## src/rtl/spi_seq_pkg.sv

```systemverilog
// Shared types and constants for the SPI Avalon sequencing master.
package spi_seq_pkg;

  localparam int unsigned DATA_W    = 32;
  localparam int unsigned AV_ADDR_W = 8;

  localparam logic [AV_ADDR_W-1:0] DEF_WR_ADDR = 8'h00;
  localparam logic [AV_ADDR_W-1:0] DEF_RD_ADDR = 8'h04;

  typedef enum logic [2:0] {
    ST_IDLE     = 3'd0,
    ST_WR       = 3'd1,
    ST_WAIT_IRQ = 3'd2,
    ST_RD       = 3'd3,
    ST_OUT      = 3'd4
  } seq_state_e;

endpackage

```

## src/rtl/spi_seq_cmd_fifo.sv

```systemverilog
// Synchronous command FIFO; full/empty are registered flags derived from the next count.
module spi_seq_cmd_fifo
  import spi_seq_pkg::*;
#(
  parameter int unsigned DEPTH = 8
) (
  input  logic                             clk,
  input  logic                             reset,
  input  logic                             push,
  input  logic [DATA_W-1:0]                push_data,
  input  logic                             pop,
  output logic [DATA_W-1:0]                head,
  output logic                             full,
  output logic                             empty,
  output logic [$clog2(DEPTH + 1)-1:0]     count
);

  localparam int unsigned PTR_W = $clog2(DEPTH);
  localparam int unsigned CNT_W = $clog2(DEPTH + 1);

  logic [DATA_W-1:0] mem [DEPTH];
  logic [PTR_W-1:0]  wr_ptr;
  logic [PTR_W-1:0]  rd_ptr;
  logic              push_ok;
  logic              pop_ok;
  logic [CNT_W-1:0]  count_nxt;

  assign push_ok   = push & ~full;
  assign pop_ok    = pop & ~empty;
  assign count_nxt = count + CNT_W'(push_ok) - CNT_W'(pop_ok);
  assign head      = mem[rd_ptr];

  // Storage has no reset; only the pointers define validity.
  always_ff @(posedge clk) begin
    if (push_ok) begin
      mem[wr_ptr] <= push_data;
    end
  end

  always_ff @(posedge clk) begin
    if (reset) begin
      wr_ptr <= '0;
      rd_ptr <= '0;
      count  <= '0;
      full   <= 1'b0;
      empty  <= 1'b1;
    end else begin
      if (push_ok) wr_ptr <= wr_ptr + PTR_W'(1);
      if (pop_ok)  rd_ptr <= rd_ptr + PTR_W'(1);
      count <= count_nxt;
      full  <= (count_nxt == CNT_W'(DEPTH));
      empty <= (count_nxt == '0);
    end
  end

endmodule

```

## src/rtl/spi_avalon_seq_master.sv

```systemverilog
// Runs the write / wait-irq / read sequence against the SPI Avalon slave for each queued word.
// Optional irq wait timeout enabled by defining SEQ_TIMEOUT_EN.
module spi_avalon_seq_master
  import spi_seq_pkg::*;
#(
  parameter int unsigned          FIFO_DEPTH     = 8,
  parameter logic [AV_ADDR_W-1:0] WR_ADDR        = DEF_WR_ADDR,
  parameter logic [AV_ADDR_W-1:0] RD_ADDR        = DEF_RD_ADDR,
  parameter int unsigned          TIMEOUT_CYCLES = 1024
) (
  input  logic                 clk,
  input  logic                 reset,
  input  logic                 cmd_valid,
  input  logic [DATA_W-1:0]    cmd_data,
  output logic                 cmd_ready,
  output logic                 res_valid,
  output logic [DATA_W-1:0]    res_data,
  output logic                 res_err,
  input  logic                 res_ready,
  output logic [AV_ADDR_W-1:0] av_address,
  output logic                 av_chip_select,
  output logic                 av_write,
  output logic [DATA_W-1:0]    av_write_data,
  output logic                 av_read,
  input  logic [DATA_W-1:0]    av_read_data,
  input  logic                 av_wait_request,
  input  logic                 irq,
  output logic                 busy
);

  localparam int unsigned CNT_W = $clog2(FIFO_DEPTH + 1);

  seq_state_e           state;
  seq_state_e           state_nxt;
  logic                 fifo_pop;
  logic                 fifo_full;
  logic                 fifo_empty;
  logic [DATA_W-1:0]    fifo_head;
  logic [CNT_W-1:0]     fifo_count;
  logic                 unused_ok;

  logic [AV_ADDR_W-1:0] addr_nxt;
  logic                 cs_nxt;
  logic                 wr_nxt;
  logic [DATA_W-1:0]    wdata_nxt;
  logic                 rd_nxt;
  logic                 rv_nxt;
  logic [DATA_W-1:0]    rdata_nxt;
  logic                 rerr_nxt;

`ifdef SEQ_TIMEOUT_EN
  localparam int unsigned TMO_W = $clog2(TIMEOUT_CYCLES + 1);
  logic [TMO_W-1:0] tmo_cnt;
  logic [TMO_W-1:0] tmo_nxt;
  assign unused_ok = ^fifo_count;
`else
  assign unused_ok = ^{fifo_count, TIMEOUT_CYCLES};
`endif

  assign cmd_ready = ~fifo_full;
  assign busy      = (state != ST_IDLE) | ~fifo_empty;

  spi_seq_cmd_fifo #(
    .DEPTH (FIFO_DEPTH)
  ) u_cmd_fifo (
    .clk       (clk),
    .reset     (reset),
    .push      (cmd_valid & cmd_ready),
    .push_data (cmd_data),
    .pop       (fifo_pop),
    .head      (fifo_head),
    .full      (fifo_full),
    .empty     (fifo_empty),
    .count     (fifo_count)
  );

  // Next-state and next-output logic; every output holds unless a transition changes it.
  always_comb begin
    state_nxt = state;
    addr_nxt  = av_address;
    cs_nxt    = av_chip_select;
    wr_nxt    = av_write;
    wdata_nxt = av_write_data;
    rd_nxt    = av_read;
    rv_nxt    = res_valid;
    rdata_nxt = res_data;
    rerr_nxt  = res_err;
    fifo_pop  = 1'b0;
`ifdef SEQ_TIMEOUT_EN
    tmo_nxt   = tmo_cnt;
`endif

    unique case (state)
      ST_IDLE: begin
        if (!fifo_empty && !res_valid) begin
          fifo_pop  = 1'b1;
          wdata_nxt = fifo_head;
          addr_nxt  = WR_ADDR;
          cs_nxt    = 1'b1;
          wr_nxt    = 1'b1;
          state_nxt = ST_WR;
        end
      end
      ST_WR: begin
        if (!av_wait_request) begin
          wr_nxt    = 1'b0;
          cs_nxt    = 1'b0;
          state_nxt = ST_WAIT_IRQ;
`ifdef SEQ_TIMEOUT_EN
          tmo_nxt   = '0;
`endif
        end
      end
      ST_WAIT_IRQ: begin
        if (irq) begin
          addr_nxt  = RD_ADDR;
          cs_nxt    = 1'b1;
          rd_nxt    = 1'b1;
          state_nxt = ST_RD;
        end
`ifdef SEQ_TIMEOUT_EN
        else if (tmo_cnt == TMO_W'(TIMEOUT_CYCLES - 1)) begin
          rdata_nxt = '0;
          rerr_nxt  = 1'b1;
          rv_nxt    = 1'b1;
          state_nxt = ST_OUT;
        end else begin
          tmo_nxt   = tmo_cnt + TMO_W'(1);
        end
`endif
      end
      ST_RD: begin
        if (!av_wait_request) begin
          rdata_nxt = av_read_data;
          rerr_nxt  = 1'b0;
          rv_nxt    = 1'b1;
          rd_nxt    = 1'b0;
          cs_nxt    = 1'b0;
          state_nxt = ST_OUT;
        end
      end
      ST_OUT: begin
        if (res_ready) begin
          rv_nxt    = 1'b0;
          state_nxt = ST_IDLE;
        end
      end
      default: state_nxt = ST_IDLE;
    endcase
  end

  always_ff @(posedge clk) begin
    if (reset) begin
      state          <= ST_IDLE;
      av_address     <= '0;
      av_chip_select <= 1'b0;
      av_write       <= 1'b0;
      av_write_data  <= '0;
      av_read        <= 1'b0;
      res_valid      <= 1'b0;
      res_data       <= '0;
      res_err        <= 1'b0;
    end else begin
      state          <= state_nxt;
      av_address     <= addr_nxt;
      av_chip_select <= cs_nxt;
      av_write       <= wr_nxt;
      av_write_data  <= wdata_nxt;
      av_read        <= rd_nxt;
      res_valid      <= rv_nxt;
      res_data       <= rdata_nxt;
      res_err        <= rerr_nxt;
    end
  end

`ifdef SEQ_TIMEOUT_EN
  always_ff @(posedge clk) begin
    if (reset) begin
      tmo_cnt <= '0;
    end else begin
      tmo_cnt <= tmo_nxt;
    end
  end
`endif

endmodule
```

## config.mk

```make
export PLATFORM = sky130hd
export DESIGN_NAME = spi_avalon_seq_master
export DESIGN_NICKNAME = d
export VERILOG_FILES = /design/src/rtl/spi_seq_pkg.sv /design/src/rtl/spi_seq_cmd_fifo.sv /design/src/rtl/spi_avalon_seq_master.sv
export SDC_FILE = /design/constraint.sdc
export NUM_CORES = 1
export LEC_CHECK = 0
export CORE_UTILIZATION = 45
export DETAILED_ROUTE_END_ITERATION = 8
export GPL_TIMING_DRIVEN = 1
export HOLD_SLACK_MARGIN = 0.02
export PLACE_DENSITY = 0.66
export SYNTH_ARGS = -nofsm -noshare
export SYNTH_HDL_FRONTEND = slang
export SYNTH_SLANG_ARGS = --single-unit
```

## constraint.sdc

```tcl
create_clock -name clk -period 5.5 [get_ports clk]
set_clock_uncertainty 0.05 [all_clocks]
set_input_delay 1.1 -clock clk [delete_from_list [all_inputs] [get_ports clk]]
set_output_delay 1.1 -clock clk [all_outputs]
set_load 0.02 [all_outputs]
```

==> results of run 1 <==
==> metrics by stage <==
stage | std cells | area [sq um] | util, % | power, mW | setup slack [ps]
final | 1291 | 15700 | 56.1 | 7.26 | 2180
after global routing | 1291 | 15700 | 56.1 | 7.60 | 2060
after CTS | 1291 | 15700 | 56.1 | 7.37 | 2190
after detailed placement | 1225 | 14600 | 52.1 | 5.08 | 1670
after global placement | 1225 | 14600 | 52.1 | 5.06 | 1710
after floorplan | 749 | 12900 | - | 4.53 | 1220
==> synthesized netlist by cell type (2+ instances only) <==
cell type / number / area, sq um
buf_12: 2 / 40.0
o22ai_2: 17 / 213
nor3_4: 2 / 32.5
nor2b_1: 2 / 12.5
clkbuf_1: 10 / 37.5
ha_1: 6 / 75.1
xor2_1: 4 / 35.0
nor3_1: 10 / 50.1
xnor2_1: 3 / 26.3
nor2_1: 53 / 199
o21ai_0: 3 / 15.0
buf_4: 17 / 128
mux4_2: 64 / 1440
dfxtp_1: 84 / 1680
nand2b_1: 6 / 37.5
edfxtp_1: 256 / 7690
buf_6: 4 / 45.0
nor3_2: 29 / 290
buf_2: 17 / 85.1
a21oi_1: 43 / 215
o22ai_1: 15 / 93.8
inv_1: 10 / 37.5
nand2_1: 68 / 255
nand3_1: 5 / 25.0
==> kinds of logic after synthesis <==
group	count (synthesis)	share of synthesized area, %
adder cells (fa/ha/maj)	7	0.740
AO/OA/AOI/OAI	82	4.44
flip-flops	340	72.9
multiplexers	65	11.3
other	1	0.0292
buffers and inverters	62	2.96
AND/OR/NAND/NOR	178	7.17
XOR/XNOR	7	0.477
==> cell type report <==
cell class,count,area share (%)
clock buffer,48,6.20
clock inverter,18,0.903
inverter,11,0.264
multi-input combinational,347,20.4
sequential,340,59.8
tap,378,3.02
timing repair buffer,149,9.36
==> how the worst max path moves through the flow <==
stage | start | cells after the start | slack, ps | end
3_3_place_gp | cmd_valid | 4 | 1710 | u_cmd_fifo.mem[4][13]
5_1_grt | cmd_valid | 4 | 2060 | u_cmd_fifo.mem[4][6]
3_5_place_dp | cmd_valid | 4 | 1670 | u_cmd_fifo.mem[4][15]
2_1_floorplan | cmd_valid | 4 | 1220 | u_cmd_fifo.mem[0][0]
6_report | cmd_valid | 4 | 2180 | u_cmd_fifo.mem[4][6]
4_1_cts | cmd_valid | 4 | 2190 | u_cmd_fifo.mem[4][6]
==> routing by layer <==
metal | share of wire (%) | wire [um] | up-vias | GRT usage (%)
li1 | - | - | 3114 | -
met1 | 43 | 10300 | 3351 | 21.3
met2 | 49 | 12000 | 199 | 29.5
met3 | 6.0 | 1460 | 41 | 3.52
met4 | 2.0 | 483 | 0 | 4.77
met5 | 0 | 0 | - | 0
==> worst register-to-register path, delay by kind of cell, from the launching register on <==
| kind | cells | cell delay [ps] |
|---|---|---|
| and+or+nand+nor | 4 | 1360 |
| xor gates and xnor gates | 1 | 250 |
| buffers and inverters | 2 | 110 |
| adders and majority gates | 3 | 930 |
| DFF | 1 | 380 |
==> flip-flops by register name, indices dropped and copies added, names as in the netlist, 3 cells and up <==
register and count:
res_data 32, u_cmd_fifo.wr_ptr 3, u_cmd_fifo.rd_ptr 3, u_cmd_fifo.count 4, u_cmd_fifo.mem 256, state 3
av_write_data 32
==> where the power goes <==
| part | switching, mW | total (mW) | internal, mW |
|---|---|---|---|
| clock | 0.926 | 2.26 | 1.34 |
| combinational | 0.917 | 1.75 | 0.830 |
| sequential | 0.195 | 3.24 | 3.05 |
==> flow_summary.json, run 1 <==
{
  "syn_area_per_cell_sq_um": 17.3,
  "path_class": "input port to flip-flop",
  "viasPerCell": 5.19,
  "slew_viol_final": 0,
  "endpoint_kind": "flip-flop",
  "fp.coreArea_sq_um": 27900,
  "path_delay_family": "simple AND/OR/NAND/NOR gates",
  "async_flop_share_pct": 0,
  "nets": 962,
  "num_antenna_cells": 0,
  "final_cell_mix": "edfxtp_1, clkdlybuf4s50_1, dfxtp_1, nand2_1, mux4_2",
  "final_common_cell": "edfxtp_1",
  "grt_pass1_vias": 6747,
  "hold_viol": 0,
  "drtAntennaViolNets": 0,
  "cts-buffers-inserted": 36,
  "hp-start": "res_data[20]",
  "clk_latency_ps": 510,
  "hold_depth": 2,
  "clock.fmax_mhz": 301,
  "grt_antenna_before_repair": 0,
  "start_util_pct": 46.0,
  "critical_path.cell_chain": "clkdlybuf4s50_1 -> nor2b_1 -> nand2b_1 -> nor2_4",
  "synth-edff-count": 256,
  "ir_drop_v": 0.000298,
  "tightest_slew_ps": 1280,
  "slowest_delay_ps": 990,
  "cts_resized": 0,
  "path_max_fanout": 32,
  "slew_headroom_pct": 14.5,
  "cts_tree": "done",
  "drt_iter0_markers": 365,
  "period_needed_ps": 3320,
  "status": "complete, no violations",
  "r2r_cells": 10,
  "drive_gt1_share_pct": 20.3,
  "ys_seq_elements": 340,
  "min_to": "res_data[20]",
  "rsz0062_at_grt": "no",
  "grt_usage_pct": 16.9,
  "area_growth_pct": 21.9,
  "grt_first_pass_wirelength_um": 37600,
  "grt_max_degree": 68,
  "cts.htree.levels": 2,
  "dr.pass1.iters": 4,
  "dieArea_sq_um": 29200,
  "fillers": 2237,
  "tns_ps": 0,
  "gp_congestion": 0.729,
  "syn-instance-count": 742,
  "clockRootBuffer": "clkbuf_16",
  "startpoint_type": "input port",
  "hold_path_class": "flip-flop to flip-flop",
  "drt_wl_total_um": 24200,
  "drv_cap": 0,
  "synth-main-ff-cell": "edfxtp_1",
  "cts.clk_slew.worst_paths_ps": 60,
  "path_buf_inv": 1,
  "r2r_slack_ps": 2330,
  "multi_input_area_sq_um": 3200,
  "regArea_sq_um": 9370,
  "r2r_end": "u_cmd_fifo.full",
  "powerDensity_nw_per_um2": 463,
  "whs_ps": 401,
  "ctsLongestPathBuffers": 3,
  "place_hpwl_um": 14300,
  "setup_viol": 0,
  "r2r-start": "state[0]",
  "yosysUniqueCellTypes": 36,
  "vias": 6705,
  "overflow": 0,
  "core.rowCount": 61,
  "ios": 149,
  "dieHeight_um": 171,
  "cts.sinks": 340,
  "remaining_drc_errors": 0,
  "syn_area_sq_um": 12900,
  "worst_ep_arrival_time_ps": 3390,
  "cp.required_ps": 5570,
  "timing.final.crit_share_pct": 60.4,
  "cts_setup_buffers": 0,
  "synth-seq-area-share_pct": 72.9,
  "post_drt_wl_per_cell_um": 18.7,
  "portBuffers": 140,
  "cts_hold_buf": 0,
  "ys_warn_count": 0,
  "die-width_um": 171,
  "p_leak_nw": 5.01,
  "crit_path_top_delay_cell": "nor2_4"
}
Note: power is estimated with default switching activity, not from simulation.
==> run 2: changes to the inputs <==
--- a/config.mk
+++ b/config.mk
@@ -9,7 +9,7 @@
 export DETAILED_ROUTE_END_ITERATION = 8
 export GPL_TIMING_DRIVEN = 1
 export HOLD_SLACK_MARGIN = 0.02
-export PLACE_DENSITY = 0.66
+export PLACE_DENSITY = 0.69
 export SYNTH_ARGS = -nofsm -noshare
 export SYNTH_HDL_FRONTEND = slang
 export SYNTH_SLANG_ARGS = --single-unit
==> constraint.sdc (replaced) <==
create_clock -name clk -period 2.87 [get_ports clk]
set_clock_uncertainty 0.05 [all_clocks]
set_input_delay 0.574 -clock clk [delete_from_list [all_inputs] [get_ports clk]]
set_output_delay 0.574 -clock clk [all_outputs]
set_load 0.02 [all_outputs]
==> flow_summary.json, run 2 (same netlist as run 1, synthesis figures left out) <==
{
  "worst_ep_arrival_time_ps": 1890,
  "cp.required_ps": 2250,
  "critical_path.cell_chain": "nor3_4 -> nand2_1 -> clkdlybuf4s50_1",
  "top_regs": "u_cmd_fifo.mem x256, av_write_data x32, res_data x32",
  "fp.coreArea_sq_um": 27900,
  "final_cell_area_sq_um": 15900,
  "place_hpwl_um": 15900,
  "multi_input_area_sq_um": 3210,
  "portBuffers": 140,
  "slowest_delay_ps": 580,
  "cts.clk_slew.worst_paths_ps": 60,
  "hold_path_class": "flip-flop to flip-flop",
  "cts_tree": "done",
  "largest_reg_flops": 256,
  "r2r-start": "state[0]",
  "clk_latency_ps": 520,
  "cts_hold_buf": 0,
  "grt_max_degree": 38,
  "tns_ps": 0,
  "tightest_slew_ps": 535,
  "timing.final.crit_share_pct": 87.7,
  "rsz0062_at_grt": "no",
  "path_max_fanout": 6,
  "endpoint_kind": "output pin",
  "drv_cap": 0,
  "gp_congestion": 0.757,
  "hp-start": "res_data[25]",
  "dieArea_sq_um": 29200,
  "slew_headroom_pct": 64.3,
  "status": "complete, no violations",
  "drive_gt1_share_pct": 21.6,
  "clock.fmax_mhz": 397,
  "startpoint_type": "flip-flop",
  "cts.htree.levels": 2,
  "worst_slack_ps": 352,
  "ctsLongestPathBuffers": 3,
  "drtAntennaViolNets": 0,
  "start_util_pct": 46.0,
  "core.rowCount": 61,
  "ios": 149,
  "grt_first_pass_wirelength_um": 39100,
  "dieHeight_um": 171,
  "grt_antenna_before_repair": 0,
  "dp_slack_ps": 203,
  "ir_drop_v": 0.000467,
  "regArea_sq_um": 9370,
  "cts_resized": 0,
  "postPlaceCellArea_sq_um": 14800,
  "powerDensity_nw_per_um2": 873,
  "period_needed_ps": 2520,
  "area_growth_pct": 23.8,
  "top_register": "u_cmd_fifo.mem",
  "dr.pass1.iters": 5,
  "post_drt_wl_per_cell_um": 19.2,
  "overflow": 0,
  "crit_path_top_delay_cell": "clkdlybuf4s50_1",
  "drt_iter0_markers": 412,
  "cts.sinks": 340,
  "cts_setup_buffers": 0,
  "setup_viol": 0,
  "viasPerCell": 5.22,
  "drt_wl_total_um": 25200,
  "num_antenna_cells": 0,
  "p_leak_nw": 5.11,
  "die-width_um": 171,
  "grt_usage_pct": 17.7,
  "nets": 984,
  "crit_start": "state[0]",
  "clockRootBuffer": "clkbuf_16",
  "slew_viol_final": 0,
  "final_cell_mix": "edfxtp_1, clkdlybuf4s50_1, dfxtp_1, nand2_1, mux4_2",
  "grt_pass1_vias": 6939,
  "vias": 6845,
  "fin_total_pwr_mw": 13.9,
  "final_common_cell": "edfxtp_1",
  "path_class": "flip-flop to output pin",
  "whs_ps": 401,
  "cts-buffers-inserted": 35,
  "remaining_drc_errors": 0,
  "fillers": 2154,
  "hold_viol": 0
}
==> run 2: final timing paths <==
check        slack (ps)              end  cells past startpoint
min reg2reg         400     res_data[25]                      2
min                 400     res_data[25]                      2
max                 350             busy                      3
max reg2reg         470  u_cmd_fifo.full                     10
==> run 2: area by class of cell <==
class,count,area share (%)
tap,378,2.97
clock buffer,52,6.04
clock inverter,12,0.606
inverter,11,0.260
multi-input combinational,347,20.2
sequential,340,58.9
timing repair buffer,172,11.0
==> run 2: per-stage QoR <==
step	instances	util (%)
2_1_floorplan	749	-
3_3_place_gp	1248	53.2
3_5_place_dp	1248	53.2
4_1_cts	1312	56.9
5_1_grt	1312	56.9
6_report	1312	56.9
==> run 2: where the power goes <==
| part | internal [mW] | total, mW | switching, mW |
|---|---|---|---|
| combinational | 1.70 | 3.57 | 1.87 |
| sequential | 5.84 | 6.13 | 0.290 |
| clock | 2.42 | 4.18 | 1.76 |
==> run 2: critical path, delay by kind of cell, from the launching register on <==
kind | cells | cell delay, ps
DFF | 1 | 380
buffers and inverters | 1 | 580
and+or+nand+nor | 2 | 430
==> run 2: routing by layer <==
| layer | vias up | track usage [%] | wire, um |
|---|---|---|---|
| met4 | 0 | 5.12 | 506 |
| met3 | 40 | 3.35 | 1750 |
| met5 | - | 0 | 0 |
| met1 | 3418 | 23.4 | 10600 |
| met2 | 225 | 29.9 | 12300 |
| li1 | 3162 | - | - |
